**src/rtl/dma_pkg.sv**
```systemverilog
// Shared definitions for the DMA engines: CPU command codes, the DRAM address
// layout and the write-back FSM state encoding.
package dma_pkg;

    localparam logic [7:0] CPU_RD_CMD      = 8'h30;
    localparam logic [7:0] CPU_WB_CMD      = 8'h31;

    localparam logic [9:0] DRAM_ADR_PREFIX = 10'h1E0;
    localparam logic [1:0] DRAM_ADR_REGION = 2'd2;

    localparam int         ADDR_STRIDE     = 4;

    typedef enum logic [1:0] {
        IDLE      = 2'd0,
        WAIT_DATA = 2'd1,
        WRITE     = 2'd2,
        DONE      = 2'd3
    } wb_state_e;

    // Full DRAM byte address for an 8-bit word address inside the DMA window.
    function automatic logic [31:0] dram_word_addr(input logic [7:0] word_addr);
        return {DRAM_ADR_PREFIX, 12'd0, DRAM_ADR_REGION, word_addr};
    endfunction

endpackage

```
**src/rtl/dma_writeback_fifo.sv**
```systemverilog
// Result FIFO for the write-back DMA. First-word-fall-through head; full and
// empty are registered so the accelerator-side ready never depends on a pop in
// the same cycle.
module dma_wr_fifo #(
    parameter int DATA_WIDTH = 32,
    parameter int DEPTH      = 4
) (
    input  logic                  wb_clk_i,
    input  logic                  wb_rst_i,
    input  logic                  push,
    input  logic                  pop,
    input  logic [DATA_WIDTH-1:0] data_in,
    output logic [DATA_WIDTH-1:0] data_out,
    output logic                  full,
    output logic                  empty
);

    localparam int PTR_W = $clog2(DEPTH);
    localparam int CNT_W = PTR_W + 1;

    logic [DATA_WIDTH-1:0] mem_q [DEPTH];
    logic [PTR_W-1:0]      wr_ptr_q, wr_ptr_d;
    logic [PTR_W-1:0]      rd_ptr_q, rd_ptr_d;
    logic [CNT_W-1:0]      count_q, count_d;
    logic                  full_q, full_d;
    logic                  empty_q, empty_d;
    logic                  do_push, do_pop;

    // Pointer/count update; flags are computed from the next count so they
    // are valid straight out of the flops.
    always_comb begin
        do_push  = push & ~full_q;
        do_pop   = pop & ~empty_q;
        wr_ptr_d = wr_ptr_q;
        rd_ptr_d = rd_ptr_q;
        count_d  = count_q;
        if (do_push) begin
            wr_ptr_d = wr_ptr_q + 1'b1;
        end
        if (do_pop) begin
            rd_ptr_d = rd_ptr_q + 1'b1;
        end
        case ({do_push, do_pop})
            2'b10:   count_d = count_q + 1'b1;
            2'b01:   count_d = count_q - 1'b1;
            default: count_d = count_q;
        endcase
        full_d  = (count_d == CNT_W'(DEPTH));
        empty_d = (count_d == '0);
    end

    // Control state; reset flushes the FIFO.
    always_ff @(posedge wb_clk_i or posedge wb_rst_i) begin
        if (wb_rst_i) begin
            wr_ptr_q <= '0;
            rd_ptr_q <= '0;
            count_q  <= '0;
            full_q   <= 1'b0;
            empty_q  <= 1'b1;
        end else begin
            wr_ptr_q <= wr_ptr_d;
            rd_ptr_q <= rd_ptr_d;
            count_q  <= count_d;
            full_q   <= full_d;
            empty_q  <= empty_d;
        end
    end

    // Storage array; contents need no reset because empty gates every read.
    always_ff @(posedge wb_clk_i) begin
        if (do_push) begin
            mem_q[wr_ptr_q] <= data_in;
        end
    end

    assign data_out = mem_q[rd_ptr_q];
    assign full     = full_q;
    assign empty    = empty_q;

endmodule

```
**src/rtl/dma_writeback.sv**
```systemverilog
// Write-back DMA: buffers accelerator results and writes them to DRAM as
// single-word Wishbone writes over a CPU-programmed word-address range.
//
//   state     | meaning
//   ----------+-----------------------------------------------------------
//   IDLE      | no command; results may still be buffered in the FIFO
//   WAIT_DATA | range active, waiting for a result word in the FIFO
//   WRITE     | DRAM write cycle open, holding cyc/stb/adr/dat until ack
//   DONE      | last word acknowledged; done_o high for this one cycle
module dma_writeback
    import dma_pkg::*;
#(
    parameter int DATA_WIDTH = 32,
    parameter int DEPTH      = 4,
    parameter int INS_ADDR   = 8
) (
    input  logic                  wb_clk_i,
    input  logic                  wb_rst_i,
    input  logic                  cpu_wbs_stb_i,
    input  logic                  cpu_wbs_cyc_i,
    input  logic                  cpu_wbs_we_i,
    input  logic [3:0]            cpu_wbs_sel_i,
    input  logic [31:0]           cpu_wbs_dat_i,
    input  logic [31:0]           cpu_wbs_adr_i,
    input  logic                  acc_res_valid_i,
    input  logic [DATA_WIDTH-1:0] acc_res_data_i,
    output logic                  acc_res_ready_o,
    output logic                  dram_wbs_cyc_i,
    output logic                  dram_wbs_stb_i,
    output logic                  dram_wbs_we_i,
    output logic [3:0]            dram_wbs_sel_i,
    output logic [31:0]           dram_wbs_adr_i,
    output logic [DATA_WIDTH-1:0] dram_wbs_dat_i,
    input  logic                  dram_wbs_ack_o,
    output logic                  busy_o,
    output logic                  done_o,
    output logic                  cmd_drop_o
);

    wb_state_e             state_q, state_d;
    logic [INS_ADDR-1:0]   cur_addr_q, cur_addr_d;
    logic [INS_ADDR-1:0]   end_addr_q, end_addr_d;
    logic                  cyc_q, cyc_d;
    logic                  stb_q, stb_d;
    logic                  we_q, we_d;
    logic [3:0]            sel_q, sel_d;
    logic [31:0]           adr_q, adr_d;
    logic [DATA_WIDTH-1:0] dat_q, dat_d;
    logic                  done_q, done_d;
    logic                  drop_q, drop_d;

    logic                  cmd;
    logic                  last_word;
    logic                  fifo_push, fifo_pop;
    logic                  fifo_full, fifo_empty;
    logic [DATA_WIDTH-1:0] fifo_head;

    // The CPU-side decoder owns the ack, so byte selects and the low address
    // bits play no part here.
    logic unused_cpu_bits;
    assign unused_cpu_bits = ^{cpu_wbs_sel_i, cpu_wbs_dat_i[31:16], cpu_wbs_adr_i[23:0]};

    assign cmd = cpu_wbs_cyc_i & cpu_wbs_stb_i & cpu_wbs_we_i &
                 (cpu_wbs_adr_i[31:24] == CPU_WB_CMD);

    // Ready is held low during reset so every output reads zero there.
    assign acc_res_ready_o = ~fifo_full & ~wb_rst_i;
    assign fifo_push       = acc_res_valid_i & acc_res_ready_o;

    dma_wr_fifo #(
        .DATA_WIDTH (DATA_WIDTH),
        .DEPTH      (DEPTH)
    ) u_fifo (
        .wb_clk_i (wb_clk_i),
        .wb_rst_i (wb_rst_i),
        .push     (fifo_push),
        .pop      (fifo_pop),
        .data_in  (acc_res_data_i),
        .data_out (fifo_head),
        .full     (fifo_full),
        .empty    (fifo_empty)
    );

    // Only the word-index bits decide termination; the low bits ride along
    // from the base address.
    assign last_word = (cur_addr_q[INS_ADDR-1:2] == end_addr_q[INS_ADDR-1:2]);

    // Next-state and next-output logic for the transfer FSM.
    always_comb begin
        state_d    = state_q;
        cur_addr_d = cur_addr_q;
        end_addr_d = end_addr_q;
        cyc_d      = cyc_q;
        stb_d      = stb_q;
        we_d       = we_q;
        sel_d      = sel_q;
        adr_d      = adr_q;
        dat_d      = dat_q;
        done_d     = 1'b0;
        drop_d     = cmd & (state_q != IDLE);
        fifo_pop   = 1'b0;

        case (state_q)
            IDLE: begin
                if (cmd) begin
                    cur_addr_d = INS_ADDR'(cpu_wbs_dat_i[15:8]);
                    end_addr_d = INS_ADDR'(cpu_wbs_dat_i[7:0]);
                    state_d    = WAIT_DATA;
                end
            end
            WAIT_DATA: begin
                if (!fifo_empty) begin
                    fifo_pop = 1'b1;
                    dat_d    = fifo_head;
                    cyc_d    = 1'b1;
                    stb_d    = 1'b1;
                    we_d     = 1'b1;
                    sel_d    = 4'hF;
                    adr_d    = dram_word_addr(8'(cur_addr_q));
                    state_d  = WRITE;
                end
            end
            WRITE: begin
                if (dram_wbs_ack_o) begin
                    cyc_d = 1'b0;
                    stb_d = 1'b0;
                    we_d  = 1'b0;
                    sel_d = 4'h0;
                    adr_d = '0;
                    if (last_word) begin
                        done_d  = 1'b1;
                        state_d = DONE;
                    end else begin
                        cur_addr_d = cur_addr_q + INS_ADDR'(ADDR_STRIDE);
                        state_d    = WAIT_DATA;
                    end
                end
            end
            DONE: begin
                state_d = IDLE;
            end
            default: begin
                state_d = IDLE;
            end
        endcase
    end

    // FSM and registered outputs; reset abandons any open DRAM cycle at once.
    always_ff @(posedge wb_clk_i or posedge wb_rst_i) begin
        if (wb_rst_i) begin
            state_q    <= IDLE;
            cur_addr_q <= '0;
            end_addr_q <= '0;
            cyc_q      <= 1'b0;
            stb_q      <= 1'b0;
            we_q       <= 1'b0;
            sel_q      <= 4'h0;
            adr_q      <= '0;
            dat_q      <= '0;
            done_q     <= 1'b0;
            drop_q     <= 1'b0;
        end else begin
            state_q    <= state_d;
            cur_addr_q <= cur_addr_d;
            end_addr_q <= end_addr_d;
            cyc_q      <= cyc_d;
            stb_q      <= stb_d;
            we_q       <= we_d;
            sel_q      <= sel_d;
            adr_q      <= adr_d;
            dat_q      <= dat_d;
            done_q     <= done_d;
            drop_q     <= drop_d;
        end
    end

    assign dram_wbs_cyc_i = cyc_q;
    assign dram_wbs_stb_i = stb_q;
    assign dram_wbs_we_i  = we_q;
    assign dram_wbs_sel_i = sel_q;
    assign dram_wbs_adr_i = adr_q;
    assign dram_wbs_dat_i = dat_q;
    assign busy_o         = (state_q != IDLE);
    assign done_o         = done_q;
    assign cmd_drop_o     = drop_q;

endmodule

```
**config.mk**
```make
export PLATFORM = sky130hd
export DESIGN_NAME = dma_writeback
export DESIGN_NICKNAME = d
export VERILOG_FILES = /design/src/rtl/dma_pkg.sv /design/src/rtl/dma_writeback_fifo.sv /design/src/rtl/dma_writeback.sv
export SDC_FILE = /design/constraint.sdc
export NUM_CORES = 1
export LEC_CHECK = 0
export CORE_ASPECT_RATIO = 0.6
export CORE_MARGIN = 3
export CORE_UTILIZATION = 50
export CTS_CLUSTER_DIAMETER = 50
export DETAILED_ROUTE_END_ITERATION = 10
export PLACE_DENSITY = 0.8
export SETUP_SLACK_MARGIN = 0.02
export SYNTH_ARGS = -nofsm -noshare
export SYNTH_HDL_FRONTEND = slang
export SYNTH_SLANG_ARGS = --single-unit
```
**constraint.sdc**
```tcl
create_clock -name wb_clk_i -period 3.8 [get_ports wb_clk_i]
set_clock_uncertainty 0.2 [all_clocks]
set_input_delay 0.38 -clock wb_clk_i [delete_from_list [all_inputs] [get_ports wb_clk_i]]
set_output_delay 0.38 -clock wb_clk_i [all_outputs]
set_load 0.05 [all_outputs]
```
==> results.sh, run 1 <==
export IMPL_status="complete, no violations"
export IMPL_drive_above_1_share=0.2212
export IMPL_crit_family="simple AND/OR/NAND/NOR gates"
export IMPL_cp_num_buf_inv=0
export IMPL_crit_chain="nor2b_1, nand4_1, o31ai_2, nor4_1, a211o_1"
export IMPL_antenna_found_initial=0
export IMPL_yosysTopAreaCellShare=0.4937
export IMPL_synthSimpleGateAreaFrac=0.03584
export IMPL_tightest_slew_ns=0.9285
export IMPL_synth_edf_count=128
export IMPL_synthAdderAreaFrac=0.01221
export IMPL_postRouteAntennaNets=0
export IMPL_clk_latency_ns=0.42
export IMPL_min_period_over_period=0.7507
export IMPL_dr_pass1_iters=5
export IMPL_syn_inst=424
export IMPL_wl_per_cell_um=19.90
export IMPL_fp_dieH_um=102.7
export IMPL_yosys_top_cells_area="edfxtp_1 (49%), dfrtp_1 (22%), mux4_2 (9.3%)"
export IMPL_n_antenna_cell=0
export IMPL_cts_hold_buf=0
export IMPL_final_max_slew_viol_count=0
export IMPL_synth_ff_type="edfxtp_1"
export IMPL_synth_distinct_cells=44
export IMPL_hold_path_class="in -> async"
export IMPL_period_minus_slack_ns=2.853
export IMPL_synth_mux_area_fraction=0.1530
export IMPL_syn_area_per_cell_um2=18.36
export IMPL_place_inst=713
export IMPL_drt_iter0_markers=256
export IMPL_synth_common_cells="edfxtp_1 (128), dfrtp_1 (67), mux2_2 (40)"
export IMPL_slowest_stage="nor2b_1"
export IMPL_slew_headroom=0.3810
export IMPL_grt_pass1_wl_um=23330
export IMPL_reg2regPathDepth=5
export IMPL_routed_wl_um=14820
export IMPL_power_leakage_nw=3.603
export IMPL_track_usage=0.1801
export IMPL_hold_viol=0
export IMPL_ctsHtreeMaxLevel=4
export IMPL_maxCapViolCount=0
export IMPL_io_buffers=116
export IMPL_path_clk_slew_ns=0.07
export IMPL_grt_busiest_layer="met2"
export IMPL_io_pin_count=182
export IMPL_crit_required_ns=3.90
export IMPL_start_util=0.5244
export IMPL_peakVddDrop_v=0.0004510
export IMPL_numCtsBuffers=17
export IMPL_max_freq_mhz=350.6
export IMPL_use_met3=0.04483
export IMPL_cts_resized=0
export IMPL_syn_to_final_growth_pct=23.58
export IMPL_gp_congestion=0.8557
export IMPL_rsz0062_at_grt="no"
export IMPL_nets=648
export IMPL_crit_path_max_fanout=11
export IMPL_synth_compound_area_frac=0.02797
export IMPL_yosysTopAreaCell="edfxtp_1"
export IMPL_synth_seq_area_share=0.7125
export IMPL_path_class="reg -> reg"
export IMPL_clock_path_buffers=2
export IMPL_dieArea_um2=17150
export IMPL_cts_root_buffer="clkbuf_16"
export IMPL_met2_usage=0.2930
export IMPL_grt_pass1_vias=4248
export IMPL_cts_tree="done"
export IMPL_power_density_nw_per_um2=732.7
export IMPL_core_area_um2=14850
export IMPL_yosys_warnings=0
export IMPL_yosysMostFrequentCell="edfxtp_1"
export IMPL_r2r_start="state_q[1]"
export IMPL_drc=0
export IMPL_setup_tns_ns=0
export IMPL_synth_top_family_by_area="multiplexers"
export IMPL_vias_per_cell=5.426
export IMPL_post_cts_setup_buffers=0
export IMPL_vias=4042
export IMPL_dp_hpwl_um=9553
export IMPL_end_kind="flop"
export IMPL_netlist_area_um2=7785
export IMPL_max_stage_delay_ns=0.69
export IMPL_reg2reg_slack_ns=0.95
export IMPL_fin_cells=745
export IMPL_grt_max_degree=46
export IMPL_rows=34
export IMPL_async_flop_share=0.3469
export IMPL_crit_arrival_ns=2.96
export IMPL_synth_xor_area_share=0.01350
export IMPL_r2r_end="cur_addr_q[2]"
export IMPL_grt_use_met1=0.2495
export IMPL_synth_seq_cells=196
export IMPL_setup_viol=0
export IMPL_overflow=0
export IMPL_startpoint_type="flop"
export IMPL_clock_sinks=196
export IMPL_dieWidth_um=167.1
-- worst register-to-register path, cell delays in order (launching register included) --
cell	delay (ns)
dfrtp_1	0.55
nor2b_1	0.69
nand4_1	0.28
o31ai_2	0.62
nor4_1	0.09
a211o_1	0.30
-- through the flow --
stage / cell area (um^2) / util / worst slack (ns) / hold slack, ns / total power [W]
floorplan: 7853 / - / 1.015 / 0.2462 / 0.004537
global placement: 8999 / 0.6061 / 0.9554 / 0.2615 / 0.005187
detailed placement: 8999 / 0.6061 / 0.9172 / 0.2675 / 0.005267
CTS: 9620 / 0.6480 / 1.003 / 0.2789 / 0.007119
global route: 9620 / 0.6480 / 0.7010 / 0.3072 / 0.007350
finish: 9620 / 0.6480 / 0.9474 / 0.2531 / 0.007049
-- final cells by class --
cell class	count	area, um^2
Sequential cell	196	5549
Fill cell	986	5226
Multi-Input combinational cell	190	1964
Timing Repair Buffer	120	1204
Clock buffer	18	429.2
Tap cell	198	247.7
Clock inverter	14	192.7
Inverter	9	33.78
-- registers in the layout (all words and copies together) (netlist names) --
signal	count
end_addr_q	6
state_q	2
cmd_drop_o	1
u_fifo.empty	1
dram_wbs_adr_i	8
u_fifo.wr_ptr_q	2
u_fifo.full	1
dram_wbs_dat_i	32
cur_addr_q	8
dram_wbs_sel_i	1
u_fifo.count_q	3
u_fifo.rd_ptr_q	2
u_fifo.mem_q	128
done_o	1
-- report_power, final --
| part | internal, W | switching (W) | leakage, nW |
|---|---|---|---|
| clock network | 0.00106 | 0.000791 | 0.305 |
| registers | 0.00269 | 0.000277 | 2.08 |
| logic | 0.000878 | 0.00135 | 1.22 |
-- cell families (layout without fill, tap and decap cells) --
family | count (synthesis) | count (layout)
buffers and inverters | 56 | 161
other | 1 | 19
XOR/XNOR | 12 | 12
multiplexers | 74 | 74
AO/OA/AOI/OAI | 30 | 30
adder cells (fa/ha/maj) | 7 | 7
flip-flops | 196 | 196
AND/OR/NAND/NOR | 48 | 48
-- cells in the final DEF (no fill, tap or decap), types with 3 or more instances in the layout --
| cell type | n |
|---|---|
| edfxtp_1 | 128 |
| clkdlybuf4s50_1 | 116 |
| dfrtp_1 | 65 |
| mux2_2 | 40 |
| mux4_2 | 32 |
| conb_1 | 19 |
| clkbuf_16 | 17 |
| nor2_1 | 10 |
| nand2_1 | 10 |
| inv_1 | 8 |
| xnor2_1 | 8 |
| a22o_1 | 8 |
| o21ai_0 | 7 |
| ha_1 | 6 |
| xor2_1 | 4 |
| and3_2 | 4 |
| nand3_1 | 4 |
| clkinv_4 | 4 |
| inv_6 | 4 |
| nor2b_1 | 3 |
| a21oi_1 | 3 |
| nor3_1 | 3 |
| a2bb2oi_1 | 3 |
| bufinv_16 | 3 |
| buf_4 | 3 |
-- worst max path at each step --
stage / from / to / cells after the start
after floorplan: wb_rst_i / u_fifo.full / 9
after global placement: wb_rst_i / u_fifo.full / 11
after detailed placement: wb_rst_i / u_fifo.full / 11
after CTS: state_q[1] / cur_addr_q[2] / 5
after global routing: state_q[1] / cur_addr_q[7] / 5
final: state_q[1] / cur_addr_q[2] / 5
-- metal layers --
| layer | up-vias | routed length, um |
|---|---|---|
| met3 | 12 | 937 |
| li1 | 1796 | - |
| met2 | 142 | 7261 |
| met1 | 2092 | 6506 |
| met4 | 0 | 116 |
| met5 | - | 0 |
Power figures use the tool's default switching activity.
==> run 2, diff against run 1 <==
- clock period: 3.8 -> 2.95 ns (I/O delays scaled with it)
==> run 2 against run 1 <==
Net effect:
- sequential power increased by 28%
- highest routed layer unchanged
- routed wire length increased by 4.4%
- register-to-register slack got worse by 0.55 ns
- global-route usage increased by 0.85 points
- combinational power increased by 34%
- worst hold slack got worse by 0.11 ns
- non-clock buffer count increased by 10
- design area increased by 0.87%
- critical endpoint is now u_fifo.full
- sequential share of layout area decreased by 0.50 points
- maximum frequency increased by 12%
==> results.sh, run 2 (same netlist as run 1, synthesis figures left out) <==
export IMPL_hold_path_class="in -> async"
export IMPL_io_buffers=116
export IMPL_cts_hold_buf=0
export IMPL_final_max_slew_viol_count=0
export IMPL_ctsHtreeMaxLevel=4
export IMPL_overflow=0
export IMPL_n_antenna_cell=0
export IMPL_period_minus_slack_ns=2.548
export IMPL_setup_viol=0
export IMPL_top_register="u_fifo.mem_q"
export IMPL_rows=34
export IMPL_cts_tree="done"
export IMPL_postRouteAntennaNets=0
export IMPL_dr_pass1_iters=4
export IMPL_max_freq_mhz=392.5
export IMPL_crit_chain="nor3_4, ha_1, inv_1, fa_1, xor2_1, nor2_1, xor2_1, nor2b_1"
export IMPL_fp_dieH_um=102.7
export IMPL_clock_path_buffers=2
export IMPL_layout_common_cells="edfxtp_1 (128), clkdlybuf4s50_1 (116), dfrtp_1 (65)"
export IMPL_slew_headroom=0.5293
export IMPL_drc=0
export IMPL_vias=4064
export IMPL_cts_resized=0
export IMPL_path_clk_slew_ns=0.07
export IMPL_syn_to_final_growth_pct=24.65
export IMPL_vias_per_cell=5.383
export IMPL_cts_root_buffer="clkbuf_16"
export IMPL_post_cts_setup_buffers=0
export IMPL_io_pin_count=182
export IMPL_drt_iter0_markers=238
export IMPL_reg2regPathDepth=8
export IMPL_max_stage_delay_ns=0.52
export IMPL_clk_latency_ns=0.41
export IMPL_end_kind="flop"
export IMPL_final_common_cell="edfxtp_1"
export IMPL_path_class="reg -> reg"
export IMPL_dieArea_um2=17150
export IMPL_crit_required_ns=3.09
export IMPL_preCtsSetupSlack_ns=0.04679
export IMPL_routed_wl_um=15480
export IMPL_numCtsBuffers=17
export IMPL_core_area_um2=14850
export IMPL_tightest_slew_ns=0.7060
export IMPL_clock_sinks=196
export IMPL_wl_per_cell_um=20.50
export IMPL_dp_hpwl_um=10420
export IMPL_crit_path_max_fanout=11
export IMPL_dieWidth_um=167.1
export IMPL_slowest_stage="dfrtp_1"
export IMPL_min_period_over_period=0.8636
export IMPL_power_leakage_nw=3.649
export IMPL_gp_congestion=0.8797
export IMPL_largest_reg_flops=128
export IMPL_startpoint_type="flop"
export IMPL_worst_slack_ns=0.4023
export IMPL_rsz0062_at_grt="no"
export IMPL_hold_viol=0
export IMPL_setup_tns_ns=0
export IMPL_crit_path_frequent_cell="xor2_1"
export IMPL_peakVddDrop_v=0.0005484
export IMPL_start_util=0.5244
export IMPL_r2r_end="u_fifo.full"
export IMPL_reg2reg_slack_ns=0.40
export IMPL_finalPower_w=0.009013
export IMPL_grt_max_degree=46
export IMPL_antenna_found_initial=0
export IMPL_nets=658
export IMPL_crit_arrival_ns=2.69
export IMPL_power_density_nw_per_um2=928.8
export IMPL_maxCapViolCount=0
export IMPL_hold_slack_ns=0.1410
export IMPL_grt_pass1_wl_um=24300
export IMPL_n_fill_cell=992
export IMPL_r2r_start="state_q[1]"
export IMPL_status="complete, no violations"
export IMPL_drive_above_1_share=0.2298
export IMPL_track_usage=0.1886
export IMPL_grt_pass1_vias=4400
## run 2: cell count changes in the layout (fill, tap and decap cells not counted), sizes merged
cell      before  now
buf            4   14
bufinv         3    1
clkbuf        18   23
clkinv         6    1
clkinvlp       0    1
inv           14   15
## run 2: worst max path at each step
stage	start	end	slack, ns
global placement	wb_rst_i	u_fifo.full	0.22
CTS	state_q[0]	u_fifo.full	0.41
finish	state_q[1]	u_fifo.full	0.40
floorplan	u_fifo.full	u_fifo.full	0.21
global route	state_q[0]	u_fifo.full	0.20
detailed placement	wb_rst_i	u_fifo.full	0.05
## run 2: layout make-up
cell class | count | area, um^2 | area share
Tap cell | 198 | 247.7 | 0.02553
Multi-Input combinational cell | 190 | 1964 | 0.2024
Clock inverter | 9 | 90.09 | 0.009283
Timing Repair Buffer | 130 | 1329 | 0.1369
Inverter | 9 | 33.78 | 0.003481
Clock buffer | 23 | 490.5 | 0.05054
Sequential cell | 196 | 5549 | 0.5718
## run 2: report_power, final
part | internal (W) | switching, W | total (W)
clock network | 0.00128 | 0.000965 | 0.00224
registers | 0.00346 | 0.000327 | 0.00379
logic | 0.00119 | 0.00179 | 0.00298
## run 2: layer usage
| layer | track usage | vias to the layer above | wire length [um] |
|---|---|---|---|
| met3 | 0.04828 | 16 | 945 |
| li1 | - | 1822 | - |
| met4 | 0.05387 | 0 | 174 |
| met5 | 0 | - | 0 |
| met2 | 0.3045 | 146 | 7589 |
| met1 | 0.2613 | 2080 | 6768 |
## run 2: worst max-delay path: cells and delay by family, from the launching register on
kind | cells | cell delay (ns)
buf+inv | 1 | 0.07
flops | 1 | 0.52
xor+xnor | 2 | 0.42
simple gates | 3 | 0.62
fa+ha+maj | 2 | 0.64
## run 2: through the flow
step           std cells  instance area (um^2)  utilization
2_1_floorplan        442                  7853            -
3_3_place_gp         723                  9124       0.6145
3_5_place_dp         723                  9124       0.6145
4_1_cts              755                  9704       0.6536
5_1_grt              755                  9704       0.6536
6_report             755                  9704       0.6536
==> run 3, diff against run 2 <==
- CORE_UTILIZATION: 50 -> 55
- DONT_BUFFER_PORTS: not set -> 1
- HOLD_SLACK_MARGIN: not set -> 0.06
- PLACE_DENSITY: 0.8 -> 0.7
==> run 3 against run 2 <==
Net effect:
- setup slack worse by 0.086 ns
- global-route usage up 0.15 points
- maximum frequency down 3.3%
- combinational power down 51%
- largest cell class unchanged
- highest routed layer unchanged
==> results.sh, run 3 (same netlist as run 1, synthesis figures left out) <==
export IMPL_start_util=0.5839
export IMPL_n_antenna_cell=0
export IMPL_reg2reg_slack_ns=0.36
export IMPL_grt_pass1_wl_um=22450
export IMPL_antenna_found_initial=0
export IMPL_reg2regPathDepth=9
export IMPL_drc=0
export IMPL_path_clk_slew_ns=0.08
export IMPL_clock_path_buffers=2
export IMPL_power_leakage_nw=3.430
export IMPL_fp_dieH_um=98.16
export IMPL_finalPower_w=0.008439
export IMPL_setup_tns_ns=0
export IMPL_cts_tree="done"
export IMPL_setup_viol=0
export IMPL_crit_start="cpu_wbs_adr_i[25]"
export IMPL_r2r_end="u_fifo.full"
export IMPL_cts_resized=0
export IMPL_final_common_cell="edfxtp_1"
export IMPL_cp_num_buf_inv=2
export IMPL_dieArea_um2=15660
export IMPL_crit_path_max_fanout=9
export IMPL_syn_to_final_growth_pct=16.14
export IMPL_drive_above_1_share=0.2683
export IMPL_startpoint_type="input port"
export IMPL_clk_latency_ns=0.42
export IMPL_largest_reg_flops=128
export IMPL_post_cts_setup_buffers=0
export IMPL_final_max_slew_viol_count=0
export IMPL_power_density_nw_per_um2=933.3
export IMPL_maxCapViolCount=0
export IMPL_end_kind="flop"
export IMPL_clock_sinks=196
export IMPL_track_usage=0.1902
export IMPL_grt_pass1_vias=3983
export IMPL_period_minus_slack_ns=2.634
export IMPL_dieWidth_um=159.6
export IMPL_worstHoldStart="cpu_wbs_stb_i"
export IMPL_r2r_start="state_q[0]"
export IMPL_layout_common_cells="edfxtp_1 (128), dfrtp_1 (64), dlygate4sd3_1 (52)"
export IMPL_core_area_um2=13330
export IMPL_crit_chain="dlygate4sd3_1, nor4b_4, dlygate4sd3_1, nand3_2, o21a_1, or2_1, a211o_1"
export IMPL_min_period_over_period=0.8928
export IMPL_max_freq_mhz=379.7
export IMPL_gp_congestion=0.8619
export IMPL_slew_headroom=0.4488
export IMPL_rows=32
export IMPL_postRouteAntennaNets=0
export IMPL_numCtsBuffers=17
export IMPL_vias=3759
export IMPL_overflow=0
export IMPL_dp_hpwl_um=8686
export IMPL_slowest_stage="dlygate4sd3_1"
export IMPL_drt_iter0_markers=228
export IMPL_wl_per_cell_um=20.85
export IMPL_hold_path_class="in -> reg"
export IMPL_tightest_slew_ns=0.8267
export IMPL_crit_required_ns=3.06
export IMPL_nets=593
export IMPL_hold_viol=0
export IMPL_holdPathStages=5
export IMPL_routed_wl_um=14150
export IMPL_status="complete, no violations"
export IMPL_peakVddDrop_v=0.0006358
export IMPL_crit_path_frequent_cell="dlygate4sd3_1"
export IMPL_io_pin_count=182
export IMPL_dr_pass1_iters=4
export IMPL_ctsHtreeMaxLevel=4
export IMPL_grt_max_degree=46
export IMPL_crit_arrival_ns=2.74
export IMPL_max_stage_delay_ns=0.60
export IMPL_path_class="in -> reg"
export IMPL_rsz0062_at_grt="no"
export IMPL_hold_slack_ns=0.1471
export IMPL_vias_per_cell=5.536
export IMPL_min_to="state_q[0]"
export IMPL_crit_family="buffers and inverters"
export IMPL_io_buffers=0
export IMPL_cts_root_buffer="clkbuf_16"
export IMPL_n_fill_cell=886
export IMPL_top_register="u_fifo.mem_q"
run 3: changes by cell type in the layout (fill, tap and decap cells not counted), moves of 3 or more:
| cell | before | now |
|---|---|---|
| buf_12 | 5 | 1 |
| inv_4 | 3 | 0 |
| inv_8 | 1 | 5 |
| clkdlybuf4s50_1 | 116 | 0 |
| clkbuf_1 | 4 | 0 |
| dlygate4sd3_1 | 0 | 52 |
run 3: through the flow:
stage	cells	util	setup WS, ns	cell area [um^2]
after floorplan	442	-	0.2097	7853
after global placement	595	0.5938	0.5274	7916
after detailed placement	595	0.5938	0.4435	7916
after CTS	679	0.6781	0.3458	9041
after global routing	679	0.6781	0.1801	9041
final	679	0.6781	0.3161	9041
run 3: worst max path at each step:
stage,slack [ns],cells past startpoint,endpoint
after floorplan,0.21,9,u_fifo.full
after global placement,0.53,9,u_fifo.full
after detailed placement,0.44,9,u_fifo.full
after CTS,0.35,7,cur_addr_q[2]
after global routing,0.18,9,u_fifo.full
final,0.32,7,cur_addr_q[2]
run 3: power breakdown:
group,internal (W),switching [W],total (W)
Combinational,0.000688,0.000782,0.00147
Sequential,0.00345,0.00121,0.00466
Clock,0.00122,0.00109,0.00231
run 3: what timing repair did:
item / 4_1_cts / 5_1_grt
hold buffers: 52 / 0
hold endpoints to repair: 189 / 0
endpoints found under the setup margin: 0 / 0
run 3: final cells by class:
| cell class | count | area, um^2 | area share |
|---|---|---|---|
| Inverter | 9 | 35.03 | 0.003875 |
| Sequential cell | 196 | 5553 | 0.6142 |
| Clock inverter | 15 | 178.9 | 0.01979 |
| Tap cell | 187 | 234.0 | 0.02588 |
| Clock buffer | 17 | 425.4 | 0.04705 |
| Multi-Input combinational cell | 190 | 1964 | 0.2173 |
| Timing Repair Buffer | 65 | 650.6 | 0.07196 |
run 3: metal layers:
metal,global-route usage,routed length [um],vias up
li1,-,-,1687
met1,0.2525,6079,1932
met5,0,0,-
met4,0.04909,129,0
met2,0.2998,6788,131
met3,0.07418,1156,9
run 3: worst register-to-register path, stage by stage (launching register included):
cell and delay, ns:
dfrtp_1 0.45, inv_1 0.15, nor3_4 0.30, ha_1 0.25, inv_1 0.07, fa_1 0.40, xor2_1 0.15, nor2_1 0.11
xor2_1 0.24, nor2b_1 0.20
